File: src/rtl/mem_test_sequencer_pkg.sv
// Shared types for the memory test sequencer: sequencer states, test modes
// and the packed parameter payload handed to the memory manager.
package mem_test_sequencer_pkg;

    localparam int unsigned PULSE_WIDTH_W = 8;
    localparam int unsigned PULSE_GAP_W   = 8;
    localparam int unsigned CNT_W         = 16;

    typedef enum logic [1:0] {
        MODE_CONTINUOUS = 2'd0,
        MODE_PULSED     = 2'd1,
        MODE_MARCH      = 2'd2,
        MODE_RANDOM     = 2'd3
    } test_mode_e;

    typedef struct packed {
        test_mode_e               test_mode;
        logic [PULSE_GAP_W-1:0]   pulse_gap;
        logic [PULSE_WIDTH_W-1:0] pulse_width;
    } mem_params_t;

    typedef enum logic [2:0] {
        ST_IDLE  = 3'd0,
        ST_LOAD  = 3'd1,
        ST_RUN   = 3'd2,
        ST_DRAIN = 3'd3,
        ST_DONE  = 3'd4
    } seq_state_e;

endpackage

File: src/rtl/mem_test_sequencer_if.sv
// Control/report bus between the test sequencer (master) and the memory manager (slave).
interface mem_test_sequencer_if #(
    parameter int unsigned ADDR_WIDTH = 8,
    parameter int unsigned DATA_WIDTH = 16
);
    import mem_test_sequencer_pkg::*;

    logic                            mm_run;
    mem_params_t                     mm_params;
    logic [ADDR_WIDTH+DATA_WIDTH-1:0] mm_replace_num;
    logic                            mm_replace_valid;
    logic [ADDR_WIDTH+DATA_WIDTH-1:0] mm_received_num;
    logic                            mm_received_replaced;
    logic                            mm_received_valid;
    logic                            mm_received_overrun;
    logic                            mm_received_ack;

    modport master (
        output mm_run, mm_params, mm_replace_num, mm_replace_valid, mm_received_ack,
        input  mm_received_num, mm_received_replaced, mm_received_valid, mm_received_overrun
    );

    modport slave (
        input  mm_run, mm_params, mm_replace_num, mm_replace_valid, mm_received_ack,
        output mm_received_num, mm_received_replaced, mm_received_valid, mm_received_overrun
    );

endinterface

File: src/rtl/mem_report_buffer.sv
// One-entry report holding register with a valid/ready output stream;
// accepts a new entry in the same cycle the held one is taken.
module mem_report_buffer #(
    parameter int unsigned WIDTH = 25
) (
    input  logic             clk,
    input  logic             n_reset,
    input  logic             flush,
    input  logic             in_valid,
    output logic             in_ready_c,
    input  logic [WIDTH-1:0] in_data,
    output logic             out_valid,
    output logic [WIDTH-1:0] out_data,
    input  logic             out_ready
);

    assign in_ready_c = !out_valid || out_ready;

    always_ff @(posedge clk) begin
        if (!n_reset) begin
            out_valid <= 1'b0;
            out_data  <= '0;
        end else if (flush) begin
            out_valid <= 1'b0;
        end else if (in_valid && in_ready_c) begin
            out_valid <= 1'b1;
            out_data  <= in_data;
        end else if (out_ready) begin
            out_valid <= 1'b0;
        end
    end

endmodule

File: src/rtl/mem_test_sequencer.sv
// Memory test sequencer: loads replacement words, runs the memory manager for a
// configured time, forwards received reports and counts mismatches/replacements.
module mem_test_sequencer
    import mem_test_sequencer_pkg::*;
#(
    parameter int unsigned ADDR_WIDTH = 8,
    parameter int unsigned DATA_WIDTH = 16,
    parameter int unsigned DUR_WIDTH  = 32
) (
    input  logic                           clk,
    input  logic                           n_reset,
    input  logic                           start,
    input  logic                           abort,
    input  logic [ADDR_WIDTH-1:0]          cfg_no_nums,
    input  logic [DATA_WIDTH-1:0]          cfg_pattern,
    input  logic [DUR_WIDTH-1:0]           cfg_duration,
    input  logic [PULSE_WIDTH_W-1:0]       cfg_pulse_width,
    input  logic [PULSE_GAP_W-1:0]         cfg_pulse_gap,
    input  test_mode_e                     cfg_test_mode,
    mem_test_sequencer_if.master           mm,
    output logic [ADDR_WIDTH+DATA_WIDTH:0] rpt_data,
    output logic                           rpt_valid,
    input  logic                           rpt_ready,
    output logic [CNT_W-1:0]               err_count,
    output logic [CNT_W-1:0]               rep_count,
    output logic                           overrun_flag,
    output logic                           busy,
    output logic                           done
);

    localparam int unsigned RPT_W = ADDR_WIDTH + DATA_WIDTH + 1;

    seq_state_e            state_q, state_d;
    logic [ADDR_WIDTH-1:0] idx_q, idx_d;
    logic [DUR_WIDTH-1:0]  rem_q, rem_d;
    logic [ADDR_WIDTH-1:0] no_nums_q;
    logic [DATA_WIDTH-1:0] pattern_q;
    logic [DUR_WIDTH-1:0]  duration_q;
    mem_params_t           params_q;
    logic                  accept_c, flush_c, capture_c, in_ready_c;
    logic [DATA_WIDTH-1:0] load_pattern_c;

    // Next-state logic; abort overrides every non-idle transition
    always_comb begin
        state_d  = state_q;
        idx_d    = idx_q;
        rem_d    = rem_q;
        accept_c = 1'b0;
        flush_c  = 1'b0;
        case (state_q)
            ST_IDLE: begin
                if (start) begin
                    accept_c = 1'b1;
                    idx_d    = '0;
                    state_d  = (cfg_no_nums == '0) ? ST_DONE : ST_LOAD;
                end
            end
            ST_LOAD: begin
                idx_d = idx_q + ADDR_WIDTH'(1);
                if (idx_q == no_nums_q - ADDR_WIDTH'(1)) begin
                    rem_d   = duration_q;
                    state_d = (duration_q == '0) ? ST_DRAIN : ST_RUN;
                end
            end
            ST_RUN: begin
                rem_d = rem_q - DUR_WIDTH'(1);
                if (rem_q == DUR_WIDTH'(1)) state_d = ST_DRAIN;
            end
            ST_DRAIN: begin
                if (!rpt_valid) state_d = ST_DONE;
            end
            ST_DONE:  state_d = ST_IDLE;
            default:  state_d = ST_IDLE;
        endcase
        if (abort && state_q != ST_IDLE) begin
            state_d = ST_IDLE;
            flush_c = 1'b1;
        end
    end

    // A report is taken only in RUN, and never in the cycle an abort lands
    assign capture_c = n_reset && (state_q == ST_RUN) && !abort
                       && mm.mm_received_valid && in_ready_c;
    assign mm.mm_received_ack = capture_c;
    assign mm.mm_params       = params_q;
    assign load_pattern_c     = accept_c ? cfg_pattern : pattern_q;

    always_ff @(posedge clk) begin
        if (!n_reset) begin
            state_q             <= ST_IDLE;
            idx_q               <= '0;
            rem_q               <= '0;
            no_nums_q           <= '0;
            pattern_q           <= '0;
            duration_q          <= '0;
            params_q            <= '{test_mode: MODE_CONTINUOUS, pulse_gap: '0, pulse_width: '0};
            mm.mm_run           <= 1'b0;
            mm.mm_replace_valid <= 1'b0;
            mm.mm_replace_num   <= '0;
            err_count           <= '0;
            rep_count           <= '0;
            overrun_flag        <= 1'b0;
            busy                <= 1'b0;
            done                <= 1'b0;
        end else begin
            state_q             <= state_d;
            idx_q               <= idx_d;
            rem_q               <= rem_d;
            mm.mm_run           <= (state_d == ST_RUN) || (state_d == ST_DRAIN);
            mm.mm_replace_valid <= (state_d == ST_LOAD);
            busy                <= (state_d != ST_IDLE);
            done                <= (state_d == ST_DONE);
            if (state_d == ST_LOAD)
                mm.mm_replace_num <= {idx_d, DATA_WIDTH'(idx_d) ^ load_pattern_c};
            if (accept_c) begin
                no_nums_q    <= cfg_no_nums;
                pattern_q    <= cfg_pattern;
                duration_q   <= cfg_duration;
                params_q     <= '{test_mode: cfg_test_mode, pulse_gap: cfg_pulse_gap,
                                  pulse_width: cfg_pulse_width};
                err_count    <= '0;
                rep_count    <= '0;
                overrun_flag <= 1'b0;
            end else begin
                if (capture_c) begin
                    if (mm.mm_received_replaced) begin
                        if (rep_count != '1) rep_count <= rep_count + CNT_W'(1);
                    end else begin
                        if (err_count != '1) err_count <= err_count + CNT_W'(1);
                    end
                end
                if (mm.mm_received_overrun && (state_q == ST_RUN || state_q == ST_DRAIN))
                    overrun_flag <= 1'b1;
            end
        end
    end

    mem_report_buffer #(.WIDTH(RPT_W)) u_report_buffer (
        .clk        (clk),
        .n_reset    (n_reset),
        .flush      (flush_c),
        .in_valid   (capture_c),
        .in_ready_c (in_ready_c),
        .in_data    ({mm.mm_received_replaced, mm.mm_received_num}),
        .out_valid  (rpt_valid),
        .out_data   (rpt_data),
        .out_ready  (rpt_ready)
    );

endmodule
File: src/flat_wrapper.sv
// flat-port wrapper written by rule: the top's interface ports become plain ports
module mem_test_sequencer_flat import mem_test_sequencer_pkg::*;
#(
    parameter int unsigned ADDR_WIDTH = 8,
    parameter int unsigned DATA_WIDTH = 16,
    parameter int unsigned DUR_WIDTH  = 32
)
  (clk, n_reset, start, abort, cfg_no_nums, cfg_pattern, cfg_duration, cfg_pulse_width, cfg_pulse_gap, cfg_test_mode, rpt_data, rpt_valid, rpt_ready, err_count, rep_count, overrun_flag, busy, done, mm_mm_run, mm_mm_params, mm_mm_replace_num, mm_mm_replace_valid, mm_mm_received_ack, mm_mm_received_num, mm_mm_received_replaced, mm_mm_received_valid, mm_mm_received_overrun);
  mem_test_sequencer_if #(.ADDR_WIDTH(ADDR_WIDTH), .DATA_WIDTH(DATA_WIDTH)) mm_i ();
  input  logic clk;
  input  logic n_reset;
  input  logic start;
  input  logic abort;
  input  logic [ADDR_WIDTH-1:0] cfg_no_nums;
  input  logic [DATA_WIDTH-1:0] cfg_pattern;
  input  logic [DUR_WIDTH-1:0] cfg_duration;
  input  logic [PULSE_WIDTH_W-1:0] cfg_pulse_width;
  input  logic [PULSE_GAP_W-1:0] cfg_pulse_gap;
  input  test_mode_e cfg_test_mode;
  output logic [ADDR_WIDTH+DATA_WIDTH:0] rpt_data;
  output logic rpt_valid;
  input  logic rpt_ready;
  output logic [CNT_W-1:0] err_count;
  output logic [CNT_W-1:0] rep_count;
  output logic overrun_flag;
  output logic busy;
  output logic done;
  output wire logic [$bits(mm_i.mm_run)-1:0] mm_mm_run;
  output wire logic [$bits(mm_i.mm_params)-1:0] mm_mm_params;
  output wire logic [$bits(mm_i.mm_replace_num)-1:0] mm_mm_replace_num;
  output wire logic [$bits(mm_i.mm_replace_valid)-1:0] mm_mm_replace_valid;
  output wire logic [$bits(mm_i.mm_received_ack)-1:0] mm_mm_received_ack;
  input wire logic [$bits(mm_i.mm_received_num)-1:0] mm_mm_received_num;
  input wire logic [$bits(mm_i.mm_received_replaced)-1:0] mm_mm_received_replaced;
  input wire logic [$bits(mm_i.mm_received_valid)-1:0] mm_mm_received_valid;
  input wire logic [$bits(mm_i.mm_received_overrun)-1:0] mm_mm_received_overrun;
  assign mm_mm_run = mm_i.mm_run;
  assign mm_mm_params = mm_i.mm_params;
  assign mm_mm_replace_num = mm_i.mm_replace_num;
  assign mm_mm_replace_valid = mm_i.mm_replace_valid;
  assign mm_mm_received_ack = mm_i.mm_received_ack;
  assign mm_i.mm_received_num = mm_mm_received_num;
  assign mm_i.mm_received_replaced = mm_mm_received_replaced;
  assign mm_i.mm_received_valid = mm_mm_received_valid;
  assign mm_i.mm_received_overrun = mm_mm_received_overrun;
  mem_test_sequencer #(.ADDR_WIDTH(ADDR_WIDTH), .DATA_WIDTH(DATA_WIDTH), .DUR_WIDTH(DUR_WIDTH)) u_core (.clk(clk), .n_reset(n_reset), .start(start), .abort(abort), .cfg_no_nums(cfg_no_nums), .cfg_pattern(cfg_pattern), .cfg_duration(cfg_duration), .cfg_pulse_width(cfg_pulse_width), .cfg_pulse_gap(cfg_pulse_gap), .cfg_test_mode(cfg_test_mode), .mm(mm_i), .rpt_data(rpt_data), .rpt_valid(rpt_valid), .rpt_ready(rpt_ready), .err_count(err_count), .rep_count(rep_count), .overrun_flag(overrun_flag), .busy(busy), .done(done));
endmodule
File: config.mk
export PLATFORM = sky130hd
export DESIGN_NAME = mem_test_sequencer_flat
export DESIGN_NICKNAME = d
export VERILOG_FILES = /design/src/rtl/mem_test_sequencer_pkg.sv /design/src/rtl/mem_test_sequencer_if.sv /design/src/rtl/mem_report_buffer.sv /design/src/rtl/mem_test_sequencer.sv /design/src/flat_wrapper.sv
export SDC_FILE = /design/constraint.sdc
export NUM_CORES = 1
export LEC_CHECK = 0
export ABC_AREA = 1
export ABC_CLOCK_PERIOD_IN_PS = 1900
export CAP_MARGIN = 25
export CORE_ASPECT_RATIO = 0.5
export CORE_MARGIN = 5
export CORE_UTILIZATION = 35
export DETAILED_ROUTE_END_ITERATION = 8
export SYNTH_ARGS = -nofsm -noshare
export SYNTH_HDL_FRONTEND = slang
export SYNTH_SLANG_ARGS = --single-unit
File: constraint.sdc
create_clock -name clk -period 1.9 [get_ports clk]
set_input_delay 0.19 -clock clk [delete_from_list [all_inputs] [get_ports clk]]
set_output_delay 0.19 -clock clk [all_outputs]
set_load 0.01 [all_outputs]
Yosys cells after proc, flatten, opt, wreduce, memory -nomap -nowiden
Index checks and enable logic that the tools add are counted.
{ "op_classes": {"add_sub_neg": 5, "n_eq_ne": 12, "mux": 18, "bitwise_logic": 4, "n_reduce_logical": 25} }
{ "op_table": {"columns": ["cell", "n"], "rows": [
  ["32-bit one-hot mux with 2 select lines", 1],
  ["16-bit by 1-bit adder with 16-bit output (second input constant)", 2],
  ["32-bit by 1-bit == test with 1-bit output (second input constant)", 1],
  ["32-bit logical NOT", 1],
  ["32-bit two-way mux", 1],
  ["16-bit inequality test (second input constant)", 2],
  ["32-bit by 1-bit subtractor with 32-bit output (second input constant)", 1],
  ["3-bit two-way mux", 6],
  ["16-bit two-way mux", 1],
  ["8-bit one-hot mux with 2 select lines", 1],
  ["8-bit by 16-bit bitwise XOR with 16-bit output", 1],
  ["3-bit by 2-bit == test with 1-bit output (second input constant)", 4],
  ["3-bit one-hot mux with 4 select lines", 1],
  ["8-bit by 1-bit adder with 8-bit output (second input constant)", 1],
  ["8-bit == test", 1],
  ["8-bit logical NOT", 1],
  ["8-bit two-way mux", 1],
  ["8-bit by 1-bit subtractor with 8-bit output (second input constant)", 1],
  ["1-bit logical AND", 7],
  ["3-bit by 1-bit == test with 1-bit output (second input constant)", 2],
  ["1-bit two-way mux", 6],
  ["3-bit AND reduction", 2],
  ["3-bit nonzero test", 2],
  ["2-bit AND reduction", 2],
  ["other kinds (8)", 15]
]} }
{ "word_totals": {"ff_bits": 204, "in_bits": 106, "out_inout_bits": 106, "wordCells": 83} }

Logic depth before layout (Yosys ltp)
Gate-level depths: netlist of run 1.
{ "depth": {"ltp_word": 7, "mapped_depth": 18, "depth_no_buf": 17} }

Cells and area by module
A second synthesis of run 1 with hierarchy kept.
{ "hier_totals": {"cells_unflattened": 1447, "area_unflattened_um2": 9919.5} }
{ "by_module_without_submodules": {"columns": ["mod", "instances", "cells_each", "area_each_um2", "seq_area_each_um2"], "rows": [
  ["mem_test_sequencer", 1, 1276, 8700.8, 3563.4],
  ["mem_report_buffer", 1, 171, 1218.7, 520.5]
]} }

Worst setup path after synthesis of run 1
OpenSTA, ideal clock, no wires.
{ "synth_timing": {"path_kind": "reg-to-reg", "startpoint": "register u_core.no_nums_q[0]", "endpoint": "register u_core.mm.mm_replace_num[10]", "setup_time_ns": 0.113, "t_arrival_ns": 1.824, "required_ns": 1.787, "path_slack_ns": -0.037, "path_stages_with_launch": 18, "n_path_buf": 1, "synth_period_minus_slack_ns": 1.937, "cell_sequence": "dfxtp_1 -> inv_2 -> ha_1 -> nand2_1 -> inv_1 -> nor2_1 -> nand2_1 -> nor2_1 -> nand3_1 -> nor2_2 -> nand3_1 -> nand2_1 -> nand2_4 -> nand2_2 -> nor2_4 -> buf_4 -> nor2_1 -> nor2_1"} }
{ "synth_via": {"elab_chain_cells": 6} }
{ "synth_lines": {"columns": ["element", "line", "source"], "rows": [
  ["from (decl)", "mem_test_sequencer.sv:36", "logic [ADDR_WIDTH-1:0] no_nums_q;"],
  ["from (signal assigned)", "mem_test_sequencer.sv:116", "no_nums_q <= cfg_no_nums;"],
  ["8-bit by 1-bit subtractor with 8-bit output", "mem_test_sequencer.sv:60", "if (idx_q == no_nums_q - ADDR_WIDTH'(1)) begin"],
  ["8-bit == test", "mem_test_sequencer.sv:60", null],
  ["3-bit two-way mux", "mem_test_sequencer.sv:60", null],
  ["3-bit one-hot mux with 4 select lines", "mem_test_sequencer.sv:50", "case (state_q)"],
  ["3-bit two-way mux", "mem_test_sequencer.sv:75", "if (abort && state_q != ST_IDLE) begin"],
  ["3-bit by 1-bit == test with 1-bit output", "mem_test_sequencer.sv:113", "if (state_d == ST_LOAD)"],
  ["to (signal assigned)", "mem_test_sequencer.sv:114", "mm.mm_replace_num <= {idx_d, DATA_WIDTH'(idx_d) ^ load_pattern_c};"],
  ["to (decl)", "mem_test_sequencer_if.sv:19", "output mm_run, mm_params, mm_replace_num, mm_replace_valid, mm_received_ack,"]
]} }
Every way passes these cells.
A chain may end at the register's enable or synchronous reset.

Worst setup path in the final report of run 1
{ "layout_timing": {"startpoint": "register u_core.no_nums_q[0]", "endpoint": "register u_core.rem_q[3]"} }
{ "layout_via": {"elab_chain_cells": 4} }
{ "layout_lines": {"columns": ["element", "line", "source"], "rows": [
  ["8-bit by 1-bit subtractor with 8-bit output", "mem_test_sequencer.sv:60", null],
  ["8-bit == test", "mem_test_sequencer.sv:60", null],
  ["2-bit by 1-bit inequality test with 1-bit output (no source line)", null, null],
  ["2-bit AND reduction (no source line)", null, null],
  ["to (signal assigned)", "mem_test_sequencer.sv:108", "rem_q <= rem_d;"],
  ["to (decl)", "mem_test_sequencer.sv:35", "logic [DUR_WIDTH-1:0] rem_q, rem_d;"]
]} }
Every way passes these cells.

==> results of run 1 <==
==> cell usage in the layout, fill, tap and decap left out, types with 6 or more instances in the layout <==
cell / count
nand2_1: 278
clkdlybuf4s50_1: 209
nor2_1: 200
dfxtp_1: 198
buf_4: 137
inv_1: 123
a21oi_1: 92
o21ai_0: 81
nand3_1: 48
nand4_1: 40
a31oi_1: 24
clkbuf_16: 24
nor2_2: 19
nor2_4: 18
nor3_1: 18
xor2_1: 16
mux2i_1: 13
inv_2: 12
buf_12: 12
o21ai_1: 11
nor4_1: 7
buf_6: 6
dfxtp_2: 6
==> worst paths after layout <==
kind | start | end | slack (ps)
worst max-delay path | u_core.no_nums_q[0] | u_core.rem_q[3] | -190
worst min-delay path | cfg_pulse_gap[2] | u_core.mm.mm_params[10] | 220
worst max register to register | u_core.no_nums_q[0] | u_core.rem_q[3] | -190
worst min register to register | u_core.mm.mm_params[7] | u_core.mm.mm_params[7] | 470
==> sequential cells by signal, indices dropped and copies added, names as in the netlist <==
register / flops
u_core.pattern_q: 16
u_core.state_q: 3
u_core.rep_count: 16
u_core.u_report_buffer.out_valid: 1
u_core.idx_q: 8
u_core.done: 1
u_core.mm.mm_run: 1
u_core.err_count: 16
u_core.mm.mm_params: 18
u_core.busy: 1
u_core.rem_q: 32
u_core.mm.mm_replace_valid: 1
u_core.no_nums_q: 8
u_core.mm.mm_replace_num: 24
u_core.overrun_flag: 1
u_core.u_report_buffer.out_data: 25
u_core.duration_q: 32
==> what timing repair did <==
| item | in CTS | in global routing |
|---|---|---|
| pin swaps | 18 | 28 |
| resized for setup | 52 | 55 |
| buffers inserted | 8 | 14 |
| setup endpoints to repair | 60 | 120 |
| gates cloned | 4 | 3 |
==> critical path: cells and delay by family, from the launching register on <==
kind | cells | cell delay (ps)
flip-flops | 1 | 340
adder cells (fa/ha/maj) | 1 | 260
AND/OR/NAND/NOR | 10 | 970
buffers and inverters | 4 | 420
==> layer usage <==
layer | track usage, % | wire length, um
met1 | 26.0 | 14500
met2 | 34.2 | 15100
met3 | 3.83 | 1640
met4 | 5.26 | 681
met5 | 0 | 0
==> kinds of logic after synthesis <==
family	count (synthesis)
XOR/XNOR	20
AO/OA/AOI/OAI	234
AND/OR/NAND/NOR	666
multiplexers	13
buffers and inverters	195
flip-flops	204
adder cells (fa/ha/maj)	6
==> power by group through the flow <==
| stage | Sequential (W) | Combinational (W) | Clock [W] |
|---|---|---|---|
| after detailed placement | 0.00469 | 0.00155 | 0 |
| final | 0.00461 | 0.00171 | 0.00429 |
| after floorplan | 0.00472 | 0.000772 | 0 |
| after global placement | 0.00468 | 0.00153 | 0 |
| after CTS | 0.00460 | 0.00164 | 0.00441 |
| after global routing | 0.00464 | 0.00187 | 0.00462 |
==> final cells by class <==
| class | instances | area [sq um] |
|---|---|---|
| fillers | 2443 | 12300 |
| multi-input cells | 942 | 4820 |
| flip-flops and latches | 204 | 4090 |
| repair buffers | 369 | 3540 |
| clock buffers | 28 | 602 |
| inverters | 137 | 524 |
| well taps | 352 | 440 |
| clock inverters | 9 | 101 |
| diodes | 2 | 5.00 |
==> stage by stage <==
stage | hold slack, ps | setup WS, ps | instance area (sq um)
5_1_grt | 216 | -313 | 14100
3_5_place_dp | 457 | -245 | 12800
3_3_place_gp | 444 | -210 | 12800
2_1_floorplan | 330 | -1.32 | 9410
6_report | 223 | -191 | 14100
4_1_cts | 124 | -161 | 13800
==> impl_metrics.ini, run 1 <==
[worst_setup_path]
crit_type = reg2reg
worstPathMaxFanout = 7
crit_path_end_kind = flop
worstPathRequired_ps = 2320
crit_path_top_delay_cell = dfxtp_2
worstPathCellList = inv_2 > ha_4 > nor2_1 > nor2_1 > nand2_1 > nor2_2 > nand3_2 > nor2_4 > nand3_4 > nand2_8 > buf_4 > buf_12 > buf_16 > nor2_2 > nor4_2
worstRegToRegCells = 15
cp-start-kind = flop
arrival_ps = 2510
critical_path.max_stage_delay_ps = 340

[drt]
drc = 0
vias = 10000
antenna_left = 0
drt-pass1-iter-count = 5
viasPerCell = 4.91
routedWlPerCell_um = 15.6
first_iter_violations = 717
wl_um = 32000

[yosys]
ys_types = 47
synth-adder-area-share_pct = 0.798
syn-num-nets = 1450
synth_xor_area_share_pct = 1.86
synth-seq-cells = 204
syn_avg_cell_area_sq_um = 7.03
synthArstFlopShare_pct = 0
syn_area_sq_um = 9410
ys_warn_count = 0
synth-compound-area-share_pct = 13.3
synth_flop_cell = dfxtp_1
synthCells = 1338
ys_seq_area_share_pct = 43.4
synthSimpleGateAreaFrac_pct = 30.7
synthTopCellsByCount = nand2_1, nor2_1, dfxtp_1
synth.area.mux_share_pct = 1.38
yosysMostFrequentCell = nand2_1
synthTopCellsByArea = dfxtp_1, nand2_1, nor2_1
synth_edf_count = 0
synth_top_area_share_pct = 43.4
synth_top_family_by_area = simple AND/OR/NAND/NOR gates
synth_top_cell_by_area = dfxtp_1

[pwr]
switchingPower_w = 0.00279
pwr-share-clk_pct = 40.4
switching_share_pct = 26.3
irDropWorstVdd_v = 0.000530
seq_power_share_pct = 43.5
p_int_w = 0.00782
power.leakage_nw = 5.83
p_comb_share_pct = 16.1
p_total_w = 0.0106
cellPowerDensity_nw_per_um2 = 752

[clocking]
htree_levels = 1
numCtsBuffers = 21
clkSlewWorstSetupHoldPaths_ps = 70
clock_latency_ps = 520
cts_tree = done
ctsHoldBuffers = 0
clockBufferDepth = 3
cts.sinks = 204
cts_root_buffer = clkbuf_16

[outcome]
status = finished, violations left
violations = setup timing

[die]
coreArea_sq_um = 26400
initial_utilization_pct = 35.6
die_height_um = 126
rows = 42
die-width_um = 242
dieArea_sq_um = 30500
ioPinCount = 212

[sta]
finalSetupViolCount = 61
final.period_utilization_pct = 110
fin_tns_setup_ps = -6720
fmax_ghz = 0.478
hold_violations = 0
drv_slew = 0
tightest_slew_ps = 867
rsz0062_at_grt = yes
setup_ws_ps = -191
slew_headroom_pct = 42.2
finClkSkew_ps = 24.7
period_minus_slack_ps = 2090

[placed_design]
portBuffers = 211
gp_congestion = 0.893
dp_hpwl_um = 22800
dp.cells = 1979

[final_layout]
instances_no_fill = 2043
drive_gt1_share_pct = 17.2
area_delta_synth_final_pct = 50.1
final_core_util_pct = 53.4
final_net_count = 1787

[run]
maxCapViolCount = 0

[grt]
grt_max_degree = 85
antenna_found_initial = 2
grt_pass1_vias = 9745
grt_pass1_wl_um = 50800
grt_usage_pct = 19.9
overflow = 0

[worst_hold_path]
hold_path_class = in2reg
holdPathStages = 3
No activity file was read; power rests on OpenSTA's default activity.
==> run 2, diff against run 1 <==
--- a/config.mk
+++ b/config.mk
@@ -12,6 +12,7 @@
 export CORE_MARGIN = 5
 export CORE_UTILIZATION = 35
 export DETAILED_ROUTE_END_ITERATION = 8
+export GPL_ROUTABILITY_DRIVEN = 0
 export SYNTH_ARGS = -nofsm -noshare
 export SYNTH_HDL_FRONTEND = slang
 export SYNTH_SLANG_ARGS = --single-unit
==> results of run 2 <==
The final DEF is identical to that of run 1; final timing and power are the same.
